`src/rtl/uart_pkg.sv`:
```
// rtl/uart_pkg.sv - shared UART constants and receiver state encodings
package uart_pkg;

    localparam int UART_DATA_BITS    = 8;
    localparam int UART_CLKS_PER_BIT = 16;

    typedef enum logic [2:0] {
        ST_IDLE     = 3'd0,
        ST_STARTCHK = 3'd1,
        ST_RXING    = 3'd2,
        ST_STOPCHK  = 3'd3,
        ST_WAITHIGH = 3'd4
    } rx_state_t;

endpackage

```
`src/rtl/rx_sync.sv`:
```
// rtl/rx_sync.sv - two-flop synchronizer with a configurable reset value
module rx_sync #(
    parameter logic RESET_VAL = 1'b1
) (
    input  logic clk,
    input  logic rst,
    input  logic d,
    output logic q
);

    logic meta;

    always_ff @(posedge clk) begin
        if (rst) begin
            meta <= RESET_VAL;
            q    <= RESET_VAL;
        end else begin
            meta <= d;
            q    <= meta;
        end
    end

endmodule

```
`src/rtl/uart_receiver.sv`:
```
// rtl/uart_receiver.sv - 8N1 UART receiver with mid-bit sampling, framing and overrun flags
module uart_receiver
    import uart_pkg::*;
#(
    parameter int CLKS_PER_BIT = UART_CLKS_PER_BIT
) (
    input  logic       clk,
    input  logic       rst,
    input  logic       rx,
    input  logic       rxread,
    output logic [7:0] rxbyte,
    output logic       rxdone,
    output logic       rxavail,
    output logic       frameerr,
    output logic       overrun
);

    localparam int HALF  = CLKS_PER_BIT / 2;
    localparam int CNT_W = $clog2(CLKS_PER_BIT);
    localparam int BIT_W = $clog2(UART_DATA_BITS);

    localparam logic [CNT_W-1:0] HALF_LAST = CNT_W'(HALF - 1);
    localparam logic [CNT_W-1:0] BIT_LAST  = CNT_W'(CLKS_PER_BIT - 1);
    localparam logic [BIT_W-1:0] DATA_LAST = BIT_W'(UART_DATA_BITS - 1);

    logic                      rx_s;
    rx_state_t                 state;
    logic [CNT_W-1:0]          cyc_cnt;
    logic [BIT_W-1:0]          bit_cnt;
    logic [UART_DATA_BITS-1:0] shreg;

    // Synchronizer resets to idle-high so a reset never looks like a start bit.
    rx_sync #(
        .RESET_VAL(1'b1)
    ) u_rx_sync (
        .clk(clk),
        .rst(rst),
        .d  (rx),
        .q  (rx_s)
    );

    always_ff @(posedge clk) begin
        if (rst) begin
            state    <= ST_IDLE;
            cyc_cnt  <= '0;
            bit_cnt  <= '0;
            shreg    <= '0;
            rxbyte   <= '0;
            rxdone   <= 1'b0;
            rxavail  <= 1'b0;
            frameerr <= 1'b0;
            overrun  <= 1'b0;
        end else begin
            rxdone   <= 1'b0;
            frameerr <= 1'b0;
            if (rxread) begin
                rxavail <= 1'b0;
                overrun <= 1'b0;
            end

            case (state)
                ST_IDLE: begin
                    if (!rx_s) begin
                        state   <= ST_STARTCHK;
                        cyc_cnt <= '0;
                        bit_cnt <= '0;
                    end
                end

                ST_STARTCHK: begin
                    if (cyc_cnt == HALF_LAST) begin
                        cyc_cnt <= '0;
                        state   <= rx_s ? ST_IDLE : ST_RXING;
                    end else begin
                        cyc_cnt <= cyc_cnt + 1'b1;
                    end
                end

                ST_RXING: begin
                    if (cyc_cnt == BIT_LAST) begin
                        cyc_cnt <= '0;
                        shreg   <= {rx_s, shreg[UART_DATA_BITS-1:1]};
                        if (bit_cnt == DATA_LAST) begin
                            state <= ST_STOPCHK;
                        end else begin
                            bit_cnt <= bit_cnt + 1'b1;
                        end
                    end else begin
                        cyc_cnt <= cyc_cnt + 1'b1;
                    end
                end

                ST_STOPCHK: begin
                    if (cyc_cnt == BIT_LAST) begin
                        cyc_cnt <= '0;
                        if (rx_s) begin
                            // A read in the completion cycle acknowledges the old byte, not the new one.
                            rxbyte  <= shreg;
                            rxdone  <= 1'b1;
                            rxavail <= 1'b1;
                            overrun <= !rxread && (overrun || rxavail);
                            state   <= ST_IDLE;
                        end else begin
                            frameerr <= 1'b1;
                            state    <= ST_WAITHIGH;
                        end
                    end else begin
                        cyc_cnt <= cyc_cnt + 1'b1;
                    end
                end

                ST_WAITHIGH: begin
                    if (rx_s) begin
                        state <= ST_IDLE;
                    end
                end

                default: begin
                    state <= ST_IDLE;
                end
            endcase
        end
    end

endmodule
```
`config.mk`:
```
export PLATFORM = sky130hd
export DESIGN_NAME = uart_receiver
export DESIGN_NICKNAME = d
export VERILOG_FILES = /design/src/rtl/uart_pkg.sv /design/src/rtl/rx_sync.sv /design/src/rtl/uart_receiver.sv
export SDC_FILE = /design/constraint.sdc
export NUM_CORES = 1
export LEC_CHECK = 0
export CORE_ASPECT_RATIO = 1.1
export CORE_MARGIN = 8
export CORE_UTILIZATION = 40
export DETAILED_ROUTE_END_ITERATION = 16
export PLACE_DENSITY = 0.57
export REMOVE_ABC_BUFFERS = 1
export SYNTH_ARGS = -nofsm -noshare
export SYNTH_HDL_FRONTEND = slang
export SYNTH_SLANG_ARGS = --single-unit
```
`constraint.sdc`:
```
create_clock -name clk -period 1.45 [get_ports clk]
set_input_delay 0.29 -clock clk [delete_from_list [all_inputs] [get_ports clk]]
set_output_delay 0.29 -clock clk [all_outputs]
set_load 0.05 [all_outputs]
```
# Word-level counts from Yosys, hierarchy flattened
# Cells that the tools add are included.
# totals
regBits,32
latchBits,0
ram_bits,0
romBits,0
out_inout_bits,12
word_cells,69
n_memories,0
# op_classes
n_addsub,2
multipliers,0
n_div,0
n_lt_le_gt_ge,0
n_eq_ne,14
shift,0
muxes,27
bitwise_logic,2
n_reduce_logical,13
# ops
op,n
two-way mux 3 bit,10
one-hot mux 3 bit (5 select lines),1
two-way mux 4 bit,3
inequality test 2 bit (second input constant),6
one-hot mux 4 bit (3 select lines),1
two-way mux 1 bit,10
equality test 3 x 2 -> 1 bit (second input constant),2
equality test 3 bit (second input constant),2
one-hot mux 3 bit (2 select lines),1
AND reduction 6 bit,1
adder 4 x 1 -> 4 bit (second input constant),1
equality test 4 x 3 -> 1 bit (second input constant),1
equality test 4 bit (second input constant),1
AND reduction 2 bit,2
AND reduction 4 bit,1
adder 3 x 1 -> 3 bit (second input constant),1
equality test 3 x 1 -> 1 bit (second input constant),1
zero test 3 bit,1
AND reduction 3 bit,1
nonzero test 3 bit,1
OR reduction 3 bit,1
two-way mux 2 bit,1
inequality test 2 x 1 -> 1 bit (second input constant),1
inverter 1 bit,2
5 further kinds,5

# Logic depth before layout (Yosys ltp)
# Gate-level depths: netlist of the first run.
# depth
word_depth,5
depth_mapped,5

# Cells and area by module
# A second synthesis of the first run with hierarchy kept.
# unflattened
cells_unflattened,141
hier_area_um2,1271.2
# modules_own_cells
mod,instances,cells_each,area_per_inst_um2,seq_area_each_um2
uart_receiver,1,137,1218.7,600.6
rx_sync,1,4,52.6,40.0

# Least setup slack after synthesis of the first run
# OpenSTA, ideal clock, no wires.
# synth_timing
path_type,reg-to-reg
start,register cyc_cnt[0]
end,register cyc_cnt[0]
t_arrival_ps,1246
slack_ps,134
stages_incl_launch_ff,5
path_buffers,0
cell_sequence,dfxtp_1 > ha_1 > and2_2 > a2111o_1 > a21oi_1
# synth_via
elab_chain_cells,3
elab_cells_between_ends,6
classes_between,add/sub: 1; eq/ne: 2; mux: 3
# synth_lines
element,line,rtl
start: declaration,uart_receiver.sv:28,logic [CNT_W-1:0] cyc_cnt;
start signal: assignment,uart_receiver.sv:75,cyc_cnt <= cyc_cnt + 1'b1;
start signal: assignment,uart_receiver.sv:89,cyc_cnt <= cyc_cnt + 1'b1;
start signal: assignment,uart_receiver.sv:108,cyc_cnt <= cyc_cnt + 1'b1;
adder 4 x 1 -> 4 bit (tied with other cells),"uart_receiver.sv:75, uart_receiver.sv:89, uart_receiver.sv:108",
two-way mux 4 bit (on tied branches),"uart_receiver.sv:80, uart_receiver.sv:94, uart_receiver.sv:71",
one-hot mux 4 bit (3 select lines) *,uart_receiver.sv:61,case (state)
# Mark *: on every way between the ends. The rest lies on a longest branch, timed or not.
# A chain may end at the register's enable or synchronous reset.

# Worst setup path in the final report of the first run
# layout_timing
start,register cyc_cnt[1]
end,register cyc_cnt[0]
# layout_via
elab_chain_cells,3
elab_cells_between_ends,5
classes_between,eq/ne: 2; mux: 3
# layout_lines
element,line
equality test 4 bit or equality test 4 x 3 -> 1 bit (tied branches),"uart_receiver.sv:80, uart_receiver.sv:94, uart_receiver.sv:71"
two-way mux 4 bit (on tied branches),"uart_receiver.sv:80, uart_receiver.sv:94, uart_receiver.sv:71"
one-hot mux 4 bit (3 select lines) *,uart_receiver.sv:61
# Marks and branches as above.

==> run_results.csv, run 1 <==
group,metric,value,unit
logic_synthesis,ys.warnings.count,0,
sta,setup_ws,0.104,ns
critical_path,path_delay_family,"compound AO/OA/AOI/OAI gates",
critical_path,critPathArrivalTime,1.57,ns
clocking,cts_resized,0,
worst_hold_path,hold_depth,1,
grt,grt_pass1_wl,5.84,mm
sta,worst_pin_slew,0.368,ns
place,gp_congestion,0.850,
sta,fin_crit_sh,0.929,
die,start_util,0.412,
die,die-area,5950,um^2
critical_path,crit_cells,4,
place,post-dp-hpwl,2.34,mm
logic_synthesis,synth_edf_count,0,
detailed_routing,wl_per_cell,14.0,um
logic_synthesis,synth_cells,170,
clocking,cts_htree_levels,2,
critical_path,reg2reg_to,"cyc_cnt[0]$_SDFFE_PP0P_",
clocking,root_buffer,"clkbuf_8",
grt,first_global_vias,1291,
grt,track_usage,0.126,
power,p_leak,0.678,nW
critical_path,critPathBufInv,0,
cells_and_area,antenna_cells,0,
power,powerDensity,849,nW/um^2
die,fp.dieW,74.3,um
grt,antenna_found_initial,0,
logic_synthesis,yosysSeqAreaShare,0.429,
sta,slew_violations,0,
cells_and_area,fin_nets,198,
critical_path,crit_slowest_cell,"a2111o_1",
die,io_pins,16,
detailed_routing,dr.pass1.iters,4,
detailed_routing,vias,1339,
logic_synthesis,syn_avg_cell_area,8.79,um^2
critical_path,end_kind,"flop",
sta,finClkSkew,0.00529,ns
sta,fmax,0.743,GHz
worst_hold_path,hold_path_class,"flop to flop",
sta,max_slew_margin,0.754,
sta,min_period,1.35,ns
logic_synthesis,netlist_area,1490,um^2
worst_hold_path,min_from,"u_rx_sync.meta$_SDFF_PP1_",
clocking,cts_buffer_depth,2,
detailed_routing,wl,3.39,mm
clocking,path_clk_slew,0.07,ns
power,peakVddDrop,0.570,mV
outcome,status,"finished, final reports clean",
cells_and_area,synthToLayoutAreaGrowth,31.0,%
critical_path,timing.rr.start,"cyc_cnt[1]$_SDFFE_PP0P_",
logic_synthesis,ys_types,40,
critical_path,cp.required,1.67,ns
place,place_ws,0.00512,ns
cells_and_area,drive_above_1_share,0.245,
clocking,postCtsHoldBufs,0,
critical_path,crit_path_max_fanout,6,
clocking,cts_made_buffers,5,
detailed_routing,drc_errors,0,
sta,setup_viol,0,
detailed_routing,drtAntennaViolNets,0,
place,io_buffer_count,15,
die,core_area,3630,um^2
clocking,clkSinkCount,32,
logic_synthesis,synthFlopType,"dfxtp_1",
die,die_y,80.1,um
grt,grt_start_max_net_pins,22,
sta,fin_tns_setup,0,ns
critical_path,startpoint,"cyc_cnt[1]$_SDFFE_PP0P_",
logic_synthesis,ys_ff_latch,32,
detailed_routing,drtIter0Drc,106,
critical_path,critPathKind,"flop to flop",
critical_path,cp-start-kind,"flop",
grt,gr-total-overflow,0,
critical_path,reg2reg_depth,4,
detailed_routing,vias_per_cell,5.53,
clocking,cts_tree,"built",
job,max_cap_viol_count,0,
clocking,cts_setup_buffers,0,
logic_synthesis,ys_async_sr_fraction,0,
clocking,worstSkewPairLatency,0.29,ns
sta,hold_viol_final,0,
worst_hold_path,hold_end,"u_rx_sync.q$_SDFF_PP1_",
critical_path,worstPathCellList,"ha_4 -> and2_2 -> a2111o_1 -> a21oi_1",
sta,grt_setup_unrepaired,"no",
critical_path,cp_slowest_stage_delay,0.37,ns
die,num_rows,23,
critical_path,rrSetupSlack,0.10,ns
[layout make-up]
class | count | area (um^2)
Fill cell | 355 | 1670
Multi-Input combinational cell | 119 | 738
Sequential cell | 32 | 641
Timing Repair Buffer | 31 | 415
Clock buffer | 6 | 82.6
Tap cell | 50 | 62.6
Clock inverter | 2 | 10.0
Inverter | 2 | 7.51
[cells in the final DEF (no fill, tap or decap), types with 2 or more instances in the layout]
cell type         n
dfxtp_1          32
o21ai_0          23
a21oi_1          22
nand3_1          21
buf_12           14
buf_4            14
clkbuf_8          6
a31oi_1           5
nor2_1            3
nand4_1           3
or2_2             3
nand2_1           3
nor3_1            3
o221ai_1          3
clkdlybuf4s50_1   3
inv_1             2
nor2b_1           2
nand2b_1          2
o2111ai_1         2
nor3b_1           2
ha_1              2
clkinv_2          2
[metrics by stage]
stage	total power [mW]	hold WS (ns)	cells	cell area (um^2)	utilization
after global placement	0.970	0.403	234	1840	0.508
after detailed placement	0.972	0.401	234	1840	0.508
after floorplan	0.932	0.359	153	1370	-
after CTS	1.69	0.428	242	1940	0.534
after global routing	1.72	0.446	242	1960	0.540
final	1.66	0.420	242	1960	0.540
[synthesized netlist by cell type, types with 2 or more instances]
| cell type | n | area (um^2) |
|---|---|---|
| nand4_1 | 3 | 18.8 |
| a31oi_1 | 5 | 31.3 |
| or2_2 | 3 | 18.8 |
| nand3_1 | 21 | 105 |
| o221ai_1 | 3 | 26.3 |
| buf_2 | 5 | 25.0 |
| nand2_1 | 3 | 11.3 |
| a21oi_1 | 22 | 110 |
| nor2b_1 | 3 | 18.8 |
| inv_1 | 2 | 7.51 |
| clkbuf_8 | 4 | 55.1 |
| o21ai_0 | 23 | 115 |
| o2111ai_1 | 2 | 17.5 |
| nor3b_1 | 2 | 15.0 |
| ha_1 | 3 | 37.5 |
| nand2b_1 | 2 | 12.5 |
| dfxtp_1 | 32 | 641 |
| nor3_1 | 3 | 15.0 |
| clkbuf_1 | 6 | 22.5 |
| nor2_1 | 3 | 11.3 |
[power by group]
| part | internal (mW) | switching [mW] | total, mW |
|---|---|---|---|
| logic | 0.0298 | 0.0330 | 0.0628 |
| clock network | 0.378 | 0.328 | 0.706 |
| registers | 0.885 | 0.00705 | 0.892 |
[sequential cells by signal, summed over array words and instances, names as in the netlist]
name	flops
shreg	8
state	3
rxdone	1
rxavail	1
cyc_cnt	4
u_rx_sync.meta	1
overrun	1
rxbyte	8
bit_cnt	3
u_rx_sync.q	1
frameerr	1
[metal layers]
| layer | track usage | part of all wire |
|---|---|---|
| met5 | 0 | 0 |
| met1 | 0.139 | 0.43 |
| met4 | 0.0588 | 0.018 |
| met2 | 0.209 | 0.50 |
| met3 | 0.0448 | 0.055 |
[cells by family (layout without fill, tap and decap cells)]
kind of cell / Yosys count / after routing / synth area share
compound gates: 63 / 63 / 0.246
xor+xnor: 1 / 1 / 0.00586
fa+ha+maj: 3 / 3 / 0.0251
buf+inv: 19 / 41 / 0.0913
flops: 32 / 32 / 0.429
simple gates: 52 / 52 / 0.203
[worst max-delay path by stage]
| stage | endpoint |
|---|---|
| floorplan | state[0]$_SDFFE_PP0P_ |
| CTS | frameerr$_SDFF_PP0_ |
| finish | cyc_cnt[0]$_SDFFE_PP0P_ |
| detailed placement | frameerr$_SDFF_PP0_ |
| global route | bit_cnt[1]$_SDFFE_PP0P_ |
| global placement | frameerr$_SDFF_PP0_ |
[worst reg2reg max path: stages, from the launching register on]
cell      delay [ns]
dfxtp_1         0.36
ha_4            0.19
and2_2          0.22
a2111o_1        0.37
a21oi_1         0.14
Power figures use the tool's default switching activity.
==> inputs of run 2 (changes only) <==
--- a/config.mk
+++ b/config.mk
@@ -9,7 +9,8 @@
 export CORE_MARGIN = 8
 export CORE_UTILIZATION = 40
 export DETAILED_ROUTE_END_ITERATION = 16
-export PLACE_DENSITY = 0.57
+export DONT_BUFFER_PORTS = 1
+export PLACE_DENSITY = 0.51
 export REMOVE_ABC_BUFFERS = 1
 export SYNTH_ARGS = -nofsm -noshare
 export SYNTH_HDL_FRONTEND = slang
==> run 2 against run 1 <==
  * Sequential cell count unchanged
  * Global-route usage decreased by 1.1 points
  * Sequential share of layout area up 4.5 points
  * Combinational power fell by 39%
  * Maximum frequency fell by 1.8%
==> run_results.csv, run 2 (synthesis results as in run 1) <==
group,metric,value,unit
outcome,status,"finished, final reports clean",
power,total_power,1.65,mW
critical_path,path_delay_family,"simple AND/OR/NAND/NOR gates",
sta,setup_viol,0,
die,die-area,5950,um^2
critical_path,reg2reg_depth,3,
sta,min_period,1.37,ns
sta,fin_crit_sh,0.946,
critical_path,critPathKind,"flop to flop",
sta,fmax,0.729,GHz
cells_and_area,nFillCells,367,
grt,grt_start_max_net_pins,31,
clocking,cts_made_buffers,5,
cells_and_area,reg.largest.list,"rxbyte: 8 flops, shreg: 8 flops, cyc_cnt: 4 flops",
place,gp_congestion,0.837,
cells_and_area,final_cells,235,
power,switching_share,0.196,
detailed_routing,drtAntennaViolNets,0,
worst_hold_path,hold_path_class,"input port to flop",
power,power_switching,0.325,mW
power,combPwrFrac,0.023,
power,p_leak,0.609,nW
sta,worst_pin_slew,0.534,ns
detailed_routing,drtIter0Drc,75,
clocking,cts_setup_buffers,0,
sta,finClkSkew,0.00271,ns
critical_path,timing.rr.start,"state[1]$_SDFFE_PP0P_",
cells_and_area,drive_above_1_share,0.232,
die,io_pins,16,
place,post-dp-hpwl,2.21,mm
place,io_buffer_count,0,
grt,first_global_vias,1181,
die,num_rows,23,
power,peakVddDrop,0.499,mV
critical_path,cp-start-kind,"flop",
clocking,clkSinkCount,32,
cells_and_area,antenna_cells,0,
sta,slew_violations,0,
cells_and_area,post-route-util,0.475,
critical_path,critPathBufInv,0,
critical_path,cp.required,1.62,ns
cells_and_area,synthToLayoutAreaGrowth,15.2,%
cells_and_area,multi_input_area,722,um^2
critical_path,rrSetupSlack,0.08,ns
place,placedCellCount,228,
detailed_routing,dr.pass1.iters,4,
detailed_routing,drc_errors,0,
sta,setup_ws,0.0786,ns
worst_hold_path,hold_depth,1,
cells_and_area,fin_nets,192,
clocking,worstSkewPairLatency,0.28,ns
worst_hold_path,min_from,"rst",
critical_path,crit_path_max_fanout,12,
grt,track_usage,0.114,
clocking,root_buffer,"clkbuf_8",
detailed_routing,vias_per_cell,5.44,
clocking,cts_buffer_depth,2,
critical_path,reg2reg_to,"shreg[1]$_SDFFE_PP0P_",
cells_and_area,mostFrequentLayoutCells,"31 x dfxtp_1, 24 x buf_4, 23 x o21ai_0, 22 x a21oi_1, 21 x nand3_1",
die,core_area,3630,um^2
grt,antenna_found_initial,0,
sta,hold_viol_final,0,
critical_path,cp_slowest_stage_delay,0.49,ns
critical_path,end_kind,"flop",
clocking,cts_htree_levels,2,
sta,max_slew_margin,0.643,
place,place_ws,-0.00757,ns
clocking,cts_tree,"built",
critical_path,critPathArrivalTime,1.54,ns
clocking,path_clk_slew,0.06,ns
power,powerDensity,960,nW/um^2
power,p_int,1.33,mW
detailed_routing,wl,3.20,mm
sta,grt_setup_unrepaired,"no",
die,die_y,80.1,um
clocking,postCtsHoldBufs,0,
grt,gr-total-overflow,0,
job,max_cap_viol_count,0,
die,fp.dieW,74.3,um
cells_and_area,seqCellArea,642,um^2
power,clock_power_share,0.437,
grt,grt_pass1_wl,5.36,mm
detailed_routing,vias,1279,
die,start_util,0.412,
cells_and_area,final_common_cell,"dfxtp_1",
worst_hold_path,hold_end,"cyc_cnt[0]$_SDFFE_PP0P_",
critical_path,crit_slowest_cell,"or3b_1",
power,seqPwrFrac,0.540,
sta,fin_tns_setup,0,ns
detailed_routing,wl_per_cell,13.6,um
critical_path,worstPathCellList,"or3b_1 -> o21ai_0 -> a21oi_1",
[run 2: worst max path at each step]
| stage | startpoint | to | depth (start not counted) |
|---|---|---|---|
| after floorplan | state[1]$_SDFFE_PP0P_ | state[0]$_SDFFE_PP0P_ | 3 |
| after global placement | state[1]$_SDFFE_PP0P_ | shreg[5]$_SDFFE_PP0P_ | 3 |
| after detailed placement | state[1]$_SDFFE_PP0P_ | shreg[5]$_SDFFE_PP0P_ | 3 |
| after CTS | bit_cnt[0]$_SDFFE_PP0P_ | state[0]$_SDFFE_PP0P_ | 5 |
| after global routing | state[1]$_SDFFE_PP0P_ | shreg[6]$_SDFFE_PP0P_ | 3 |
| final | state[1]$_SDFFE_PP0P_ | shreg[1]$_SDFFE_PP0P_ | 3 |
[run 2: power by group through the flow]
stage	combinational (mW)	clock, mW	sequential, mW
6_report	0.0382	0.722	0.893
5_1_grt	0.0429	0.782	0.894
4_1_cts	0.0378	0.745	0.893
3_5_place_dp	0.0376	0	0.913
3_3_place_gp	0.0369	0	0.913
2_1_floorplan	0.0183	0	0.914
[run 2: cell type report]
class	instances	share of cell area
inverters	2	0.00436
multi-input cells	119	0.419
clock buffers	7	0.0560
flip-flops and latches	32	0.373
repair buffers	25	0.111
well taps	50	0.0363
[run 2: metal layers]
metal  vias to the layer above  track usage  wire [um]
met2                        29        0.195       1560
li1                        655            -          -
met4                         0       0.0608         68
met1                       587        0.124       1380
met3                         8       0.0336        186
met5                         -            0          0
[run 2: per-stage QoR]
step           hold slack [ns]  cell area [um^2]
2_1_floorplan            0.359              1370
3_3_place_gp             0.365              1620
3_5_place_dp             0.366              1620
4_1_cts                 0.0684              1710
5_1_grt                 0.0626              1720
6_report                0.0797              1720
[run 2: timing repair]
item | CTS | global route
resized for setup | 1 | 3
hold endpoints to repair | 0 | 0
endpoints found under the setup margin | 7 | 5
gates cloned | 0 | 0
==> inputs of run 3 (changes only) <==
--- a/config.mk
+++ b/config.mk
@@ -5,6 +5,7 @@
 export SDC_FILE = /design/constraint.sdc
 export NUM_CORES = 1
 export LEC_CHECK = 0
+export ABC_CLOCK_PERIOD_IN_PS = 1450
 export CORE_ASPECT_RATIO = 1.1
 export CORE_MARGIN = 8
 export CORE_UTILIZATION = 40
@@ -12,6 +13,7 @@
 export DONT_BUFFER_PORTS = 1
 export PLACE_DENSITY = 0.51
 export REMOVE_ABC_BUFFERS = 1
+export SKIP_LAST_GASP = 1
 export SYNTH_ARGS = -nofsm -noshare
 export SYNTH_HDL_FRONTEND = slang
 export SYNTH_SLANG_ARGS = --single-unit
==> run 3 against run 2 <==
  * First-iteration DRC count shrank 17%
  * Wire length up 0.44%
  * Clock skew grew 0.0011 ns
  * Clock power hardly changed
  * Critical path type unchanged
==> run_results.csv, run 3 (synthesis results as in run 1) <==
group,metric,value,unit
outcome,status,"finished, final reports clean",
place,placedCellCount,228,
die,core_area,3630,um^2
place,gp_congestion,0.837,
cells_and_area,reg.largest.list,"rxbyte: 8 flops, shreg: 8 flops, cyc_cnt: 4 flops",
die,die_y,80.1,um
sta,max_slew_margin,0.643,
clocking,path_clk_slew,0.06,ns
cells_and_area,synthToLayoutAreaGrowth,15.0,%
die,io_pins,16,
die,num_rows,23,
critical_path,path_delay_family,"adder cells",
place,io_buffer_count,0,
critical_path,critPathArrivalTime,1.54,ns
critical_path,cp.required,1.62,ns
critical_path,worstPathCellList,"ha_1 -> ha_1 -> nor2b_2 -> o31ai_1 -> o211a_1",
job,max_cap_viol_count,0,
sta,finClkSkew,0.00382,ns
clocking,cts_made_buffers,5,
critical_path,critPathKind,"flop to flop",
critical_path,cpMostUsedCell,"ha_1",
critical_path,cp_slowest_stage_delay,0.33,ns
die,die-area,5950,um^2
place,post-dp-hpwl,2.21,mm
clocking,cts_htree_levels,2,
sta,fmax,0.731,GHz
critical_path,critPathBufInv,0,
die,start_util,0.412,
detailed_routing,dr.pass1.iters,4,
detailed_routing,wl,3.21,mm
cells_and_area,final_cells,235,
detailed_routing,drc_errors,0,
sta,fin_crit_sh,0.943,
cells_and_area,drive_above_1_share,0.232,
power,powerDensity,961,nW/um^2
power,peakVddDrop,0.499,mV
cells_and_area,antenna_cells,0,
worst_hold_path,hold_path_class,"input port to flop",
grt,grt_pass1_wl,5.36,mm
clocking,worstSkewPairLatency,0.28,ns
detailed_routing,vias_per_cell,5.51,
grt,grt_start_max_net_pins,31,
clocking,cts_tree,"built",
critical_path,crit_path_max_fanout,4,
sta,slew_violations,0,
power,p_leak,0.608,nW
detailed_routing,drtIter0Drc,62,
clocking,clkSinkCount,32,
die,fp.dieW,74.3,um
critical_path,cp-start-kind,"flop",
detailed_routing,vias,1294,
critical_path,crit_slowest_cell,"dfxtp_1",
critical_path,rrSetupSlack,0.08,ns
sta,grt_setup_unrepaired,"yes",
detailed_routing,wl_per_cell,13.7,um
clocking,root_buffer,"clkbuf_8",
clocking,postCtsHoldBufs,0,
sta,min_period,1.37,ns
sta,setup_viol,0,
clocking,cts_setup_buffers,0,
sta,fin_hold_ws,0.0794,ns
grt,first_global_vias,1181,
critical_path,end_kind,"flop",
clocking,cts_buffer_depth,2,
grt,gr-total-overflow,0,
cells_and_area,fin_nets,192,
cells_and_area,mostFrequentLayoutCells,"31 x dfxtp_1, 25 x buf_4, 23 x o21ai_0, 22 x a21oi_1, 21 x nand3_1",
sta,hold_viol_final,0,
cells_and_area,final_common_cell,"dfxtp_1",
grt,antenna_found_initial,0,
grt,track_usage,0.114,
detailed_routing,drtAntennaViolNets,0,
sta,worst_pin_slew,0.534,ns
## run 3: stage by stage
| stage | TNS (ns) | cell area (um^2) | util | setup WS, ns | total power, mW |
|---|---|---|---|---|---|
| 5_1_grt | -0.0102 | 1720 | 0.474 | -0.0102 | 1.72 |
| 4_1_cts | 0 | 1710 | 0.472 | 0.0363 | 1.68 |
| 6_report | 0 | 1720 | 0.474 | 0.0826 | 1.65 |
| 2_1_floorplan | -0.0278 | 1370 | - | -0.0104 | 0.932 |
| 3_3_place_gp | 0 | 1620 | 0.445 | 0.0179 | 0.950 |
| 3_5_place_dp | -0.0205 | 1620 | 0.445 | -0.00757 | 0.951 |
## run 3: path summary, 6_finish.rpt
| path | to | start | cells after the start |
|---|---|---|---|
| setup / recovery | state[0]$_SDFFE_PP0P_ | bit_cnt[0]$_SDFFE_PP0P_ | 5 |
| hold / removal | cyc_cnt[0]$_SDFFE_PP0P_ | rst | 1 |
| setup reg to reg | state[0]$_SDFFE_PP0P_ | bit_cnt[0]$_SDFFE_PP0P_ | 5 |
| hold reg to reg | u_rx_sync.q$_SDFF_PP1_ | u_rx_sync.meta$_SDFF_PP1_ | 1 |
## run 3: what timing repair did
| action | 4_1_cts | 5_1_grt |
|---|---|---|
| cloned | 0 | 0 |
| resized for setup | 1 | 2 |
| setup endpoints to repair | 7 | 5 |
## run 3: report_power, final
part / internal [mW] / switching (mW)
sequential: 0.885 / 0.00826
clock: 0.422 / 0.298
combinational: 0.0217 / 0.0166
total: 1.33 / 0.322
## run 3: layout make-up
cell class | count | area [um^2]
clock buffer | 7 | 96.3
fill | 365 | 1910
inverter | 2 | 7.51
multi-input combinational | 119 | 722
sequential | 32 | 642
tap | 50 | 62.6
timing repair buffer | 25 | 188
## run 3: metal layers
metal / GRT usage / part of all wire / vias to the layer above
li1: - / - / 656
met1: 0.124 / 0.42 / 597
met2: 0.195 / 0.50 / 33
met3: 0.0336 / 0.059 / 8
met4: 0.0608 / 0.021 / 0
met5: 0 / 0 / -
